File: src/rtl/unified_transform_scheduler.sv
// Arbitrates the shared FFT/NTT datapath between transform jobs and the PWM/RNS engines.
// Job: start -> drain -> reset -> run -> done/timeout; grants are level req/gnt with 1-cycle latency.
module unified_transform_scheduler #(
  parameter int M            = 17,
  parameter int RST_CYCLES   = 8,
  parameter int DRAIN_CYCLES = 16,
  parameter int TO_W         = 20
) (
  input  logic         clk_i,
  input  logic         rst_n_i,
  input  logic         xf_start_i,
  input  logic         xf_is_fft_i,
  input  logic         xf_is_dif_i,
  input  logic [3:0]   xf_k_i,
  input  logic [1:0]   xf_n_i,
  input  logic [M-1:0] xf_qm_i,
  input  logic [4:0]   xf_const_sel_i,
  output logic         xf_busy_o,
  output logic         xf_done_o,
  output logic         xf_timeout_o,
  input  logic         pwm_req_i,
  output logic         pwm_gnt_o,
  input  logic         rns_req_i,
  output logic         rns_gnt_o,
  output logic         ut_rst_o,
  output logic         ut_rst_pwm_o,
  output logic         ut_is_fft_o,
  output logic         ut_is_dif_o,
  output logic [3:0]   ut_current_k_o,
  output logic [1:0]   ut_current_n_o,
  output logic [M-1:0] ut_qm_o,
  output logic [4:0]   ut_constants_sel_o,
  input  logic         ut_done_i
);

  typedef enum logic [2:0] {
    S_IDLE,
    S_DRAIN,
    S_XF_RST,
    S_XF_RUN,
    S_XF_FIN
  } state_e;

  typedef struct packed {
    logic         is_fft;
    logic         is_dif;
    logic [3:0]   k;
    logic [1:0]   n;
    logic [M-1:0] qm;
    logic [4:0]   const_sel;
  } cfg_t;

  localparam int CNT_MAX = (RST_CYCLES > DRAIN_CYCLES) ? RST_CYCLES : DRAIN_CYCLES;
  localparam int CW      = $clog2(CNT_MAX + 1);

  state_e          state_q, state_d;
  logic [CW-1:0]   cnt_q, cnt_d;
  logic [TO_W-1:0] wd_q, wd_d;
  logic            pwm_gnt_q, pwm_gnt_d;
  logic            rns_gnt_q, rns_gnt_d;
  cfg_t            cfg_q, cfg_d;
  logic            timeout;
  logic            grant_ok;

  always_comb begin
    state_d = state_q;
    cnt_d   = cnt_q;
    wd_d    = '0;
    cfg_d   = cfg_q;
    timeout = 1'b0;
    case (state_q)
      S_IDLE: begin
        if (xf_start_i) begin
          state_d = S_DRAIN;
          cnt_d   = '0;
          cfg_d   = '{is_fft: xf_is_fft_i, is_dif: xf_is_dif_i, k: xf_k_i, n: xf_n_i,
                      qm: xf_qm_i, const_sel: xf_const_sel_i};
        end
      end
      S_DRAIN: begin
        // Any grant still held restarts the quiet-period count.
        if (pwm_gnt_q || rns_gnt_q) begin
          cnt_d = '0;
        end else if (cnt_q == CW'(DRAIN_CYCLES - 1)) begin
          state_d = S_XF_RST;
          cnt_d   = '0;
        end else begin
          cnt_d = cnt_q + 1'b1;
        end
      end
      S_XF_RST: begin
        if (cnt_q == CW'(RST_CYCLES - 1)) begin
          state_d = S_XF_RUN;
          cnt_d   = '0;
        end else begin
          cnt_d = cnt_q + 1'b1;
        end
      end
      S_XF_RUN: begin
        wd_d = wd_q + 1'b1;
        if (ut_done_i) begin
          state_d = S_XF_FIN;
        end else if (wd_q == {TO_W{1'b1}}) begin
          timeout = 1'b1;
          state_d = S_IDLE;
        end
      end
      S_XF_FIN: state_d = S_IDLE;
      default:  state_d = S_IDLE;
    endcase
  end

  // New grants only in IDLE without a competing job start; held grants persist until req drops.
  assign grant_ok  = (state_q == S_IDLE) && !xf_start_i;
  assign pwm_gnt_d = pwm_req_i && (pwm_gnt_q || grant_ok);
  assign rns_gnt_d = rns_req_i && (rns_gnt_q || grant_ok);

  always_ff @(posedge clk_i or negedge rst_n_i) begin
    if (!rst_n_i) begin
      state_q   <= S_IDLE;
      cnt_q     <= '0;
      wd_q      <= '0;
      pwm_gnt_q <= 1'b0;
      rns_gnt_q <= 1'b0;
      cfg_q     <= '0;
    end else begin
      state_q   <= state_d;
      cnt_q     <= cnt_d;
      wd_q      <= wd_d;
      pwm_gnt_q <= pwm_gnt_d;
      rns_gnt_q <= rns_gnt_d;
      cfg_q     <= cfg_d;
    end
  end

  assign xf_busy_o          = (state_q != S_IDLE);
  assign xf_done_o          = (state_q == S_XF_FIN);
  assign xf_timeout_o       = timeout;
  assign pwm_gnt_o          = pwm_gnt_q;
  assign rns_gnt_o          = rns_gnt_q;
  assign ut_rst_o           = (state_q != S_XF_RUN);
  assign ut_rst_pwm_o       = ~pwm_gnt_q;
  assign ut_is_fft_o        = cfg_q.is_fft;
  assign ut_is_dif_o        = cfg_q.is_dif;
  assign ut_current_k_o     = cfg_q.k;
  assign ut_current_n_o     = cfg_q.n;
  assign ut_qm_o            = cfg_q.qm;
  assign ut_constants_sel_o = cfg_q.const_sel;

endmodule

File: config.mk
export PLATFORM = sky130hd
export DESIGN_NAME = unified_transform_scheduler
export DESIGN_NICKNAME = d
export VERILOG_FILES = /design/src/rtl/unified_transform_scheduler.sv
export SDC_FILE = /design/constraint.sdc
export NUM_CORES = 1
export LEC_CHECK = 0
export CORE_ASPECT_RATIO = 1.2
export CORE_MARGIN = 1
export CORE_UTILIZATION = 50
export DETAILED_ROUTE_END_ITERATION = 8
export DONT_BUFFER_PORTS = 1
export PLACE_DENSITY = 0.62
export SKIP_LAST_GASP = 1
export SYNTH_ARGS = -nofsm -noshare
export SYNTH_HDL_FRONTEND = slang
export SYNTH_SLANG_ARGS = --single-unit
File: constraint.sdc
create_clock -name clk_i -period 5.2 [get_ports clk_i]
set_input_delay 1.04 -clock clk_i [delete_from_list [all_inputs] [get_ports clk_i]]
set_output_delay 1.04 -clock clk_i [all_outputs]
set_load 0.03 [all_outputs]
# Yosys cells after proc, flatten, opt, wreduce, memory -nomap -nowiden
# Cells that the tools add are included.
word_totals:
  ff_bits: 60
  inputBits: 36
  out_inout_bits: 37
  wordCells: 56
classes:
  add_sub_neg: 2
  n_eq_ne: 13
  n_mux: 16
  bitwise: 1
  n_reduce_logical: 13
ops:
  columns: ["cell", "n"]
  rows:
  - ["adder 20 x 1 -> 20 bit, second input constant", 1]
  - ["equality test 20 bit, second input constant", 1]
  - ["two-way mux 20 bit", 1]
  - ["two-way mux 5 bit", 4]
  - ["two-way mux 3 bit", 6]
  - ["case mux 5 bit (3 select lines)", 1]
  - ["case mux 3 bit (4 select lines)", 1]
  - ["inequality test 2 bit, second input constant", 4]
  - ["equality test 3 x 2 -> 1 bit, second input constant", 2]
  - ["nonzero test 3 bit", 2]
  - ["adder 5 x 1 -> 5 bit, second input constant", 1]
  - ["equality test 5 x 3 -> 1 bit, second input constant", 1]
  - ["equality test 5 x 4 -> 1 bit, second input constant", 1]
  - ["AND reduction 5 bit", 1]
  - ["AND reduction 2 bit", 2]
  - ["equality test 3 x 1 -> 1 bit, second input constant", 1]
  - ["equality test 3 bit, second input constant", 1]
  - ["logical AND 1 bit", 3]
  - ["zero test 3 bit", 1]
  - ["logical OR 1 bit", 3]
  - ["two-way mux 1 bit", 3]
  - ["inequality test 3 x 2 -> 1 bit, second input constant", 1]
  - ["inequality test 3 bit, second input constant", 1]
  - ["zero test 1 bit", 1]
  - ["NOT 1 bit", 1]

# Depth between registers and ports, before layout
# Gate-level depths: netlist (run 1).
depth:
  ltp_word: 4
  ltp_mapped: 8
  mapped_depth_nobuf: 8

# Worst setup path before layout (run 1)
# OpenSTA, ideal clock, no wires.
synth_path:
  kind: "flip-flop to output port"
  from: "register wd_q[0]"
  to: "output port xf_timeout_o"
  arrival_ns: 2.282
  required_time_ns: 4.160
  slack_ns: 1.878
  path_stages_with_launch: 6
  path_buffers: 0
  path_cell_list: "dfrtp_1 > ha_1 > nand4_1 > nor4_2 > and4_1 > nor3b_1"
synth_via:
  elab_chain_len: 4
synth_rtl:
  columns: ["item", "line_no", "rtl"]
  rows:
  - ["start: declaration", "58", "logic [TO_W-1:0] wd_q, wd_d;"]
  - ["start signal: assignment", "129", "wd_q <= wd_d;"]
  - ["equality test 20 bit", "103", "end else if (wd_q == {TO_W{1'b1}}) begin"]
  - ["two-way mux 1 bit", "103", null]
  - ["two-way mux 1 bit", "101", "if (ut_done_i) begin"]
  - ["two-way mux 1 bit", "71", "case (state_q)"]
  - ["end: declaration", "20", "output logic xf_timeout_o,"]
# Every way passes these cells.

# Worst setup path after layout (run 1)
# Same ends and word-level chain as after synthesis.

==> results of run 1 <==
==> cell usage after synthesis (2+ instances only) <==
cell / n
a21o_1: 2
dfrtp_1: 60
o211ai_1: 5
xnor2_1: 4
o21ai_0: 4
xor2_1: 4
nand4_1: 4
and2_1: 2
nor3b_1: 4
a31o_2: 2
inv_1: 9
o21a_1: 2
ha_1: 4
nor2_1: 18
nand2_1: 17
a31oi_1: 2
buf_2: 5
or3_1: 3
mux2_2: 30
nand3_1: 8
and4_1: 3
nor4_1: 2
nor3_1: 3
or4_1: 5
nand4bb_1: 2
clkbuf_1: 5
a21oi_1: 8
==> layout make-up <==
type | instances | area share, %
timing repair buffer | 2 | 0.510
multi-input combinational | 152 | 37.9
sequential | 60 | 51.0
clock buffer | 9 | 4.21
clock inverter | 7 | 2.59
inverter | 9 | 1.15
tap | 60 | 2.55
==> per-stage QoR <==
stage / instance area, um2 / instances / hold WS (ns)
after CTS: 2940 / 299 / 0.369
after detailed placement: 2740 / 283 / 0.495
final: 2940 / 299 / 0.388
after global routing: 2940 / 299 / 0.361
after global placement: 2740 / 283 / 0.468
after floorplan: 2700 / 232 / 0.455
==> cells by family after synthesis <==
logic type | Yosys count | synth area share [%]
compound gates | 33 | 8.43
xor+xnor | 8 | 2.59
fa+ha+maj | 4 | 1.85
buf+inv | 20 | 3.15
flops | 60 | 55.6
mux | 31 | 12.9
simple gates | 76 | 15.5
==> final timing paths <==
path | startpoint | slack [ns] | endpoint
min in group clk_i | wd_q[0]$_DFF_PN0_ | 0.50 | wd_q[0]$_DFF_PN0_
max in group asynchronous | rst_n_i | 4.70 | wd_q[12]$_DFF_PN0_
worst min-delay path | rst_n_i | 0.39 | ut_constants_sel_o[4]$_DFFE_PN0P_
worst min register to register | wd_q[0]$_DFF_PN0_ | 0.50 | wd_q[0]$_DFF_PN0_
worst max-delay path | wd_q[0]$_DFF_PN0_ | 1.14 | xf_timeout_o
worst max register to register | state_q[1]$_DFFE_PN0P_ | 3.10 | ut_constants_sel_o[0]$_DFFE_PN0P_
==> layer usage <==
layer,routed length (um),vias to the layer above,GRT usage (%),share of wire [%]
met4,125,0,11.4,2.6
met5,0,-,0,0
li1,-,838,-,-
met1,1990,841,21.2,41
met2,2460,69,28.8,51
met3,288,14,5.58,5.9
==> sequential cells by signal (all words and copies together) (netlist names) <==
| name | count |
|---|---|
| wd_q | 20 |
| ut_qm_o | 17 |
| cnt_q | 5 |
| ut_constants_sel_o | 5 |
| ut_current_k_o | 4 |
| state_q | 3 |
| ut_current_n_o | 2 |
| pwm_gnt_o | 1 |
| rns_gnt_o | 1 |
| ut_is_dif_o | 1 |
| ut_is_fft_o | 1 |
==> power by group <==
group	internal (uW)	switching (uW)
clock network	223	188
logic	174	160
registers	606	364
==> results.py, run 1 <==
metrics = {
    "logic_synthesis": {
        "yosysTopAreaCellShare_pct": 55.6,
        "synthDistinctLibCells": 42,
        "mappedNetlistArea_mm2": 0.00270,
        "synth_async_sr_flop_share_pct": 100,
        "ys_seq_elements": 60,
        "synth_sequential_area_ratio_pct": 55.6,
        "synth.largest_area_cell": "dfrtp_1",
        "syn_avg_cell_area_um2": 11.6,
        "synth_enable_flop_cells": 0,
        "netlist_instances": 232,
        "synth_top_flop_cell": "dfrtp_1",
        "yosys_warnings": 0,
        "post_synth_main_area_contributors": "dfrtp_1, mux2_2, nor2_1",
        "net_count_of_the_mapped_netlist": 272,
    },
    "placed_design": {
        "dp_slack_ns": 1.52,
        "gp_congestion": 0.831,
        "numPortBuffers": 0,
        "dp_hpwl_um": 3380,
    },
    "drt": {
        "drt_first_pass_iters": 4,
        "drt_iter0_drc": 52,
        "detail_route.wirelength_um": 4860,
        "route.detailed.drc": 0,
        "wl_per_cell_um": 16.3,
        "route.vias.total": 1762,
        "routed_via_density": 5.89,
        "postRouteAntennaNets": 0,
    },
    "pwr": {
        "power_density_mw_per_mm2": 583,
        "power.leakage_uw": 0.00127,
        "ir_drop_mv": 0.363,
        "total_power_uw": 1710,
    },
    "setup_path": {
        "worst_r2r_path_depth": 4,
        "worstPathMaxFanout": 8,
        "critical_path_buf_inv_count": 0,
        "worstPathArrival_ns": 3.02,
        "cpMaxStageDelayCell": "nor3b_1",
        "worst_path_dominant_cell_family": "simple AND/OR/NAND/NOR gates",
        "critical_path.endpoint_type": "primary output",
        "critical_path_required_ns": 4.16,
        "timing.critical_path.depth": 5,
        "cp_slowest_stage_delay_ns": 0.83,
        "worstSetupStartpointType": "flop",
        "critical_path_class": "reg -> out",
        "cp_cell_sequence": "ha_1, nand4_1, nor4_2, and4_1, nor3b_1",
    },
    "sta": {
        "setup_ws_ns": 1.14,
        "finalSetupTns_ns": 0,
        "final.min_clock_period_ns": 4.06,
        "worstMarginPinSlew_ns": 1.01,
        "slew-limit-headroom_pct": 32.3,
        "timing.fmax_mhz": 246,
        "hold_violations": 0,
        "setup_repair_after_global_routing_missed_its_margin": "false",
        "layout_worst_path_cycle_share_pct": 78.0,
        "timing_max_transition_violations_final": 0,
        "setup_viol_count_final": 0,
        "worst_clock_skew_ns": 0.0108,
    },
    "floorplan": {
        "chipHeight_um": 82.5,
        "die_x_um": 69.1,
        "floorplan.initialDensity_pct": 53.2,
        "boundaryPins": 73,
        "design.die.area_mm2": 0.00570,
        "core_mm2": 0.00508,
        "placement_rows": 28,
    },
    "clock_network": {
        "cts.repair.resized": 0,
        "cts_root_buf": "clkbuf_8",
        "clk_latency_ns": 0.34,
        "cts.sink_count": 60,
        "cts_h_tree_lvls": 3,
        "tritoncts.num_buffers": 9,
        "post_cts.repair.setup_buffers": 0,
        "cts-root-to-sink-buffers": 2,
        "cts.reportedPaths.clkPinSlew_ns": 0.07,
        "clock_tree_from_tritoncts": "built",
        "hold_buffers": 0,
    },
    "layout": {
        "final_nets": 274,
        "mostFrequentLayoutCell": "dfrtp_1",
        "drive_above_1_share_pct": 22.6,
        "area_growth_syn_to_fin_pct": 8.94,
        "antenna_cells": 0,
        "seqCellArea_mm2": 0.00150,
        "fill_cells": 422,
        "layout_common_cells": "dfrtp_1, mux2_2, nand2_1, nor2_1",
        "layout.core_utilization_pct": 57.9,
        "multiInputGateArea_mm2": 0.00112,
    },
    "grt": {
        "grt_remaining_overflow": 0,
        "grt_pass1_wl_um": 7800,
        "antenna_found_initial": 0,
        "maximum_number_of_pins_on_one_net_before_global_route_repair": 61,
        "first_global_vias": 1734,
        "grtUsageTotal_pct": 17.9,
    },
    "min_path": {
        "hold_class": "in -> async",
    },
    "run": {
        "maxCapViolations": 0,
    },
    "status": {
        "run_status": "finished clean",
    },
}
Note: power is estimated with default switching activity, not from simulation.
==> run 2, diff against run 1 <==
- PLACE_DENSITY: 0.62 -> 0.65
- clock period: 5.2 -> 3.4 ns (I/O delays scaled with it)
==> run 2 against run 1 <==
Global-route usage shrank 0.56 points; via count grew 0.91%; hold slack lost 0.36 ns; cell area grew 0.51%; worst setup slack lost 0.59 ns; sequential cell count is the same; clock power grew 56%; critical path depth grew 2; wire length shrank 2.9%; register-to-register slack lost 1.8 ns.
==> results.py, run 2 (synthesis results as in run 1) <==
metrics = {
    "status": {
        "run_status": "finished clean",
    },
    "sta": {
        "layout_worst_path_cycle_share_pct": 83.7,
        "setup_repair_after_global_routing_missed_its_margin": "false",
        "timing_max_transition_violations_final": 0,
        "slew-limit-headroom_pct": 37.6,
        "setup_viol_count_final": 0,
        "worstMarginPinSlew_ns": 0.933,
        "finalSetupTns_ns": 0,
        "final.min_clock_period_ns": 2.85,
        "hold_violations": 0,
        "worst_clock_skew_ns": 0.00885,
        "timing.fmax_mhz": 351,
    },
    "setup_path": {
        "cp_cell_sequence": "ha_1, nand4_1, nor4_2, buf_4, and4_1, nor3b_1, buf_4",
        "worstSetupStartpointType": "flop",
        "critical_path.endpoint_type": "primary output",
        "critical_path_buf_inv_count": 2,
        "worst_path_dominant_cell_family": "simple AND/OR/NAND/NOR gates",
        "worstPathArrival_ns": 2.17,
        "crit-reg2reg-launch": "state_q[0]$_DFFE_PN0P_",
        "worst_r2r_path_depth": 4,
        "cpMaxStageDelayCell": "dfrtp_1",
        "crit_path_most_repeated_cell": "buf_4",
        "worstPathMaxFanout": 8,
        "critical_path_required_ns": 2.72,
        "reg_to_reg_end": "ut_current_k_o[2]$_DFFE_PN0P_",
        "cp_slowest_stage_delay_ns": 0.39,
        "critical_path_class": "reg -> out",
        "r2r_setup_slack_ns": 1.31,
    },
    "clock_network": {
        "cts.repair.resized": 0,
        "clk_latency_ns": 0.34,
        "cts_h_tree_lvls": 3,
        "cts-root-to-sink-buffers": 2,
        "hold_buffers": 0,
        "tritoncts.num_buffers": 9,
        "post_cts.repair.setup_buffers": 0,
        "clock_tree_from_tritoncts": "built",
        "cts.reportedPaths.clkPinSlew_ns": 0.07,
        "cts.sink_count": 60,
        "cts_root_buf": "clkbuf_8",
    },
    "layout": {
        "final_nets": 276,
        "antenna_cells": 0,
        "finalNonFillerCells": 301,
        "largest_register": "wd_q",
        "mostFrequentLayoutCell": "dfrtp_1",
        "multiInputGateArea_mm2": 0.00112,
        "fill_cells": 417,
        "layout.core_utilization_pct": 58.2,
        "layout_common_cells": "dfrtp_1, mux2_2, nand2_1, nor2_1",
        "drive_above_1_share_pct": 23.2,
        "seqCellArea_mm2": 0.00150,
        "largest_register_ffs": 20,
        "area_growth_syn_to_fin_pct": 9.50,
    },
    "drt": {
        "detail_route.wirelength_um": 4720,
        "route.vias.total": 1778,
        "routed_via_density": 5.91,
        "drt_first_pass_iters": 4,
        "route.detailed.drc": 0,
        "postRouteAntennaNets": 0,
        "wl_per_cell_um": 15.7,
        "drt_iter0_drc": 132,
    },
    "placed_design": {
        "place.detailed.instances": 285,
        "numPortBuffers": 0,
        "gp_congestion": 0.733,
        "dp_hpwl_um": 3170,
    },
    "grt": {
        "maximum_number_of_pins_on_one_net_before_global_route_repair": 61,
        "first_global_vias": 1738,
        "grt_remaining_overflow": 0,
        "grtUsageTotal_pct": 17.4,
        "antenna_found_initial": 0,
        "grt_pass1_wl_um": 7700,
    },
    "run": {
        "maxCapViolations": 0,
    },
    "floorplan": {
        "core_mm2": 0.00508,
        "chipHeight_um": 82.5,
        "boundaryPins": 73,
        "design.die.area_mm2": 0.00570,
        "die_x_um": 69.1,
        "placement_rows": 28,
        "floorplan.initialDensity_pct": 53.2,
    },
    "pwr": {
        "power_density_mw_per_mm2": 888,
        "power.leakage_uw": 0.00128,
        "ir_drop_mv": 0.401,
    },
    "min_path": {
        "hold_class": "in -> async",
    },
}
[run 2: area by class of cell]
type	instances	area share [%]
Timing Repair Buffer	4	1.02
Multi-Input combinational cell	152	37.7
Inverter	9	1.14
Tap cell	60	2.54
Clock inverter	7	2.58
Clock buffer	9	4.19
Sequential cell	60	50.8
[run 2: per-layer routing]
metal / part of all wire (%) / global-route usage [%] / up-vias / wire length, um
li1: - / - / 843 / -
met3: 4.3 / 5.34 / 6 / 204
met1: 43 / 19.5 / 876 / 2050
met4: 1.2 / 9.80 / 0 / 58
met2: 51 / 29.8 / 53 / 2410
met5: 0 / 0 / - / 0
[run 2: through the flow]
step / power, uW / instance area (um2) / worst slack (ns) / hold WS (ns)
4_1_cts: 2660 / 2960 / 0.518 / 0.0152
2_1_floorplan: 1900 / 2700 / 0.438 / 0.384
5_1_grt: 2760 / 2960 / 0.381 / 0.00453
3_3_place_gp: 1990 / 2760 / 0.956 / 0.386
6_report: 2620 / 2960 / 0.555 / 0.0326
3_5_place_dp: 2010 / 2760 / 0.901 / 0.386
[run 2: worst max-delay path by stage]
stage,start,endpoint,slack (ns),depth (start not counted)
CTS,wd_q[0]$_DFF_PN0_,xf_timeout_o,0.52,7
finish,wd_q[0]$_DFF_PN0_,xf_timeout_o,0.55,7
detailed placement,wd_q[0]$_DFF_PN0_,xf_timeout_o,0.90,7
global route,wd_q[0]$_DFF_PN0_,xf_timeout_o,0.38,7
global placement,wd_q[0]$_DFF_PN0_,xf_timeout_o,0.96,7
floorplan,wd_q[0]$_DFF_PN0_,xf_timeout_o,0.44,5
[run 2: power by group]
part,leakage (uW),internal (uW),switching (uW)
Clock,0.0000958,341,298
Combinational,0.000424,265,241
Sequential,0.000765,926,553
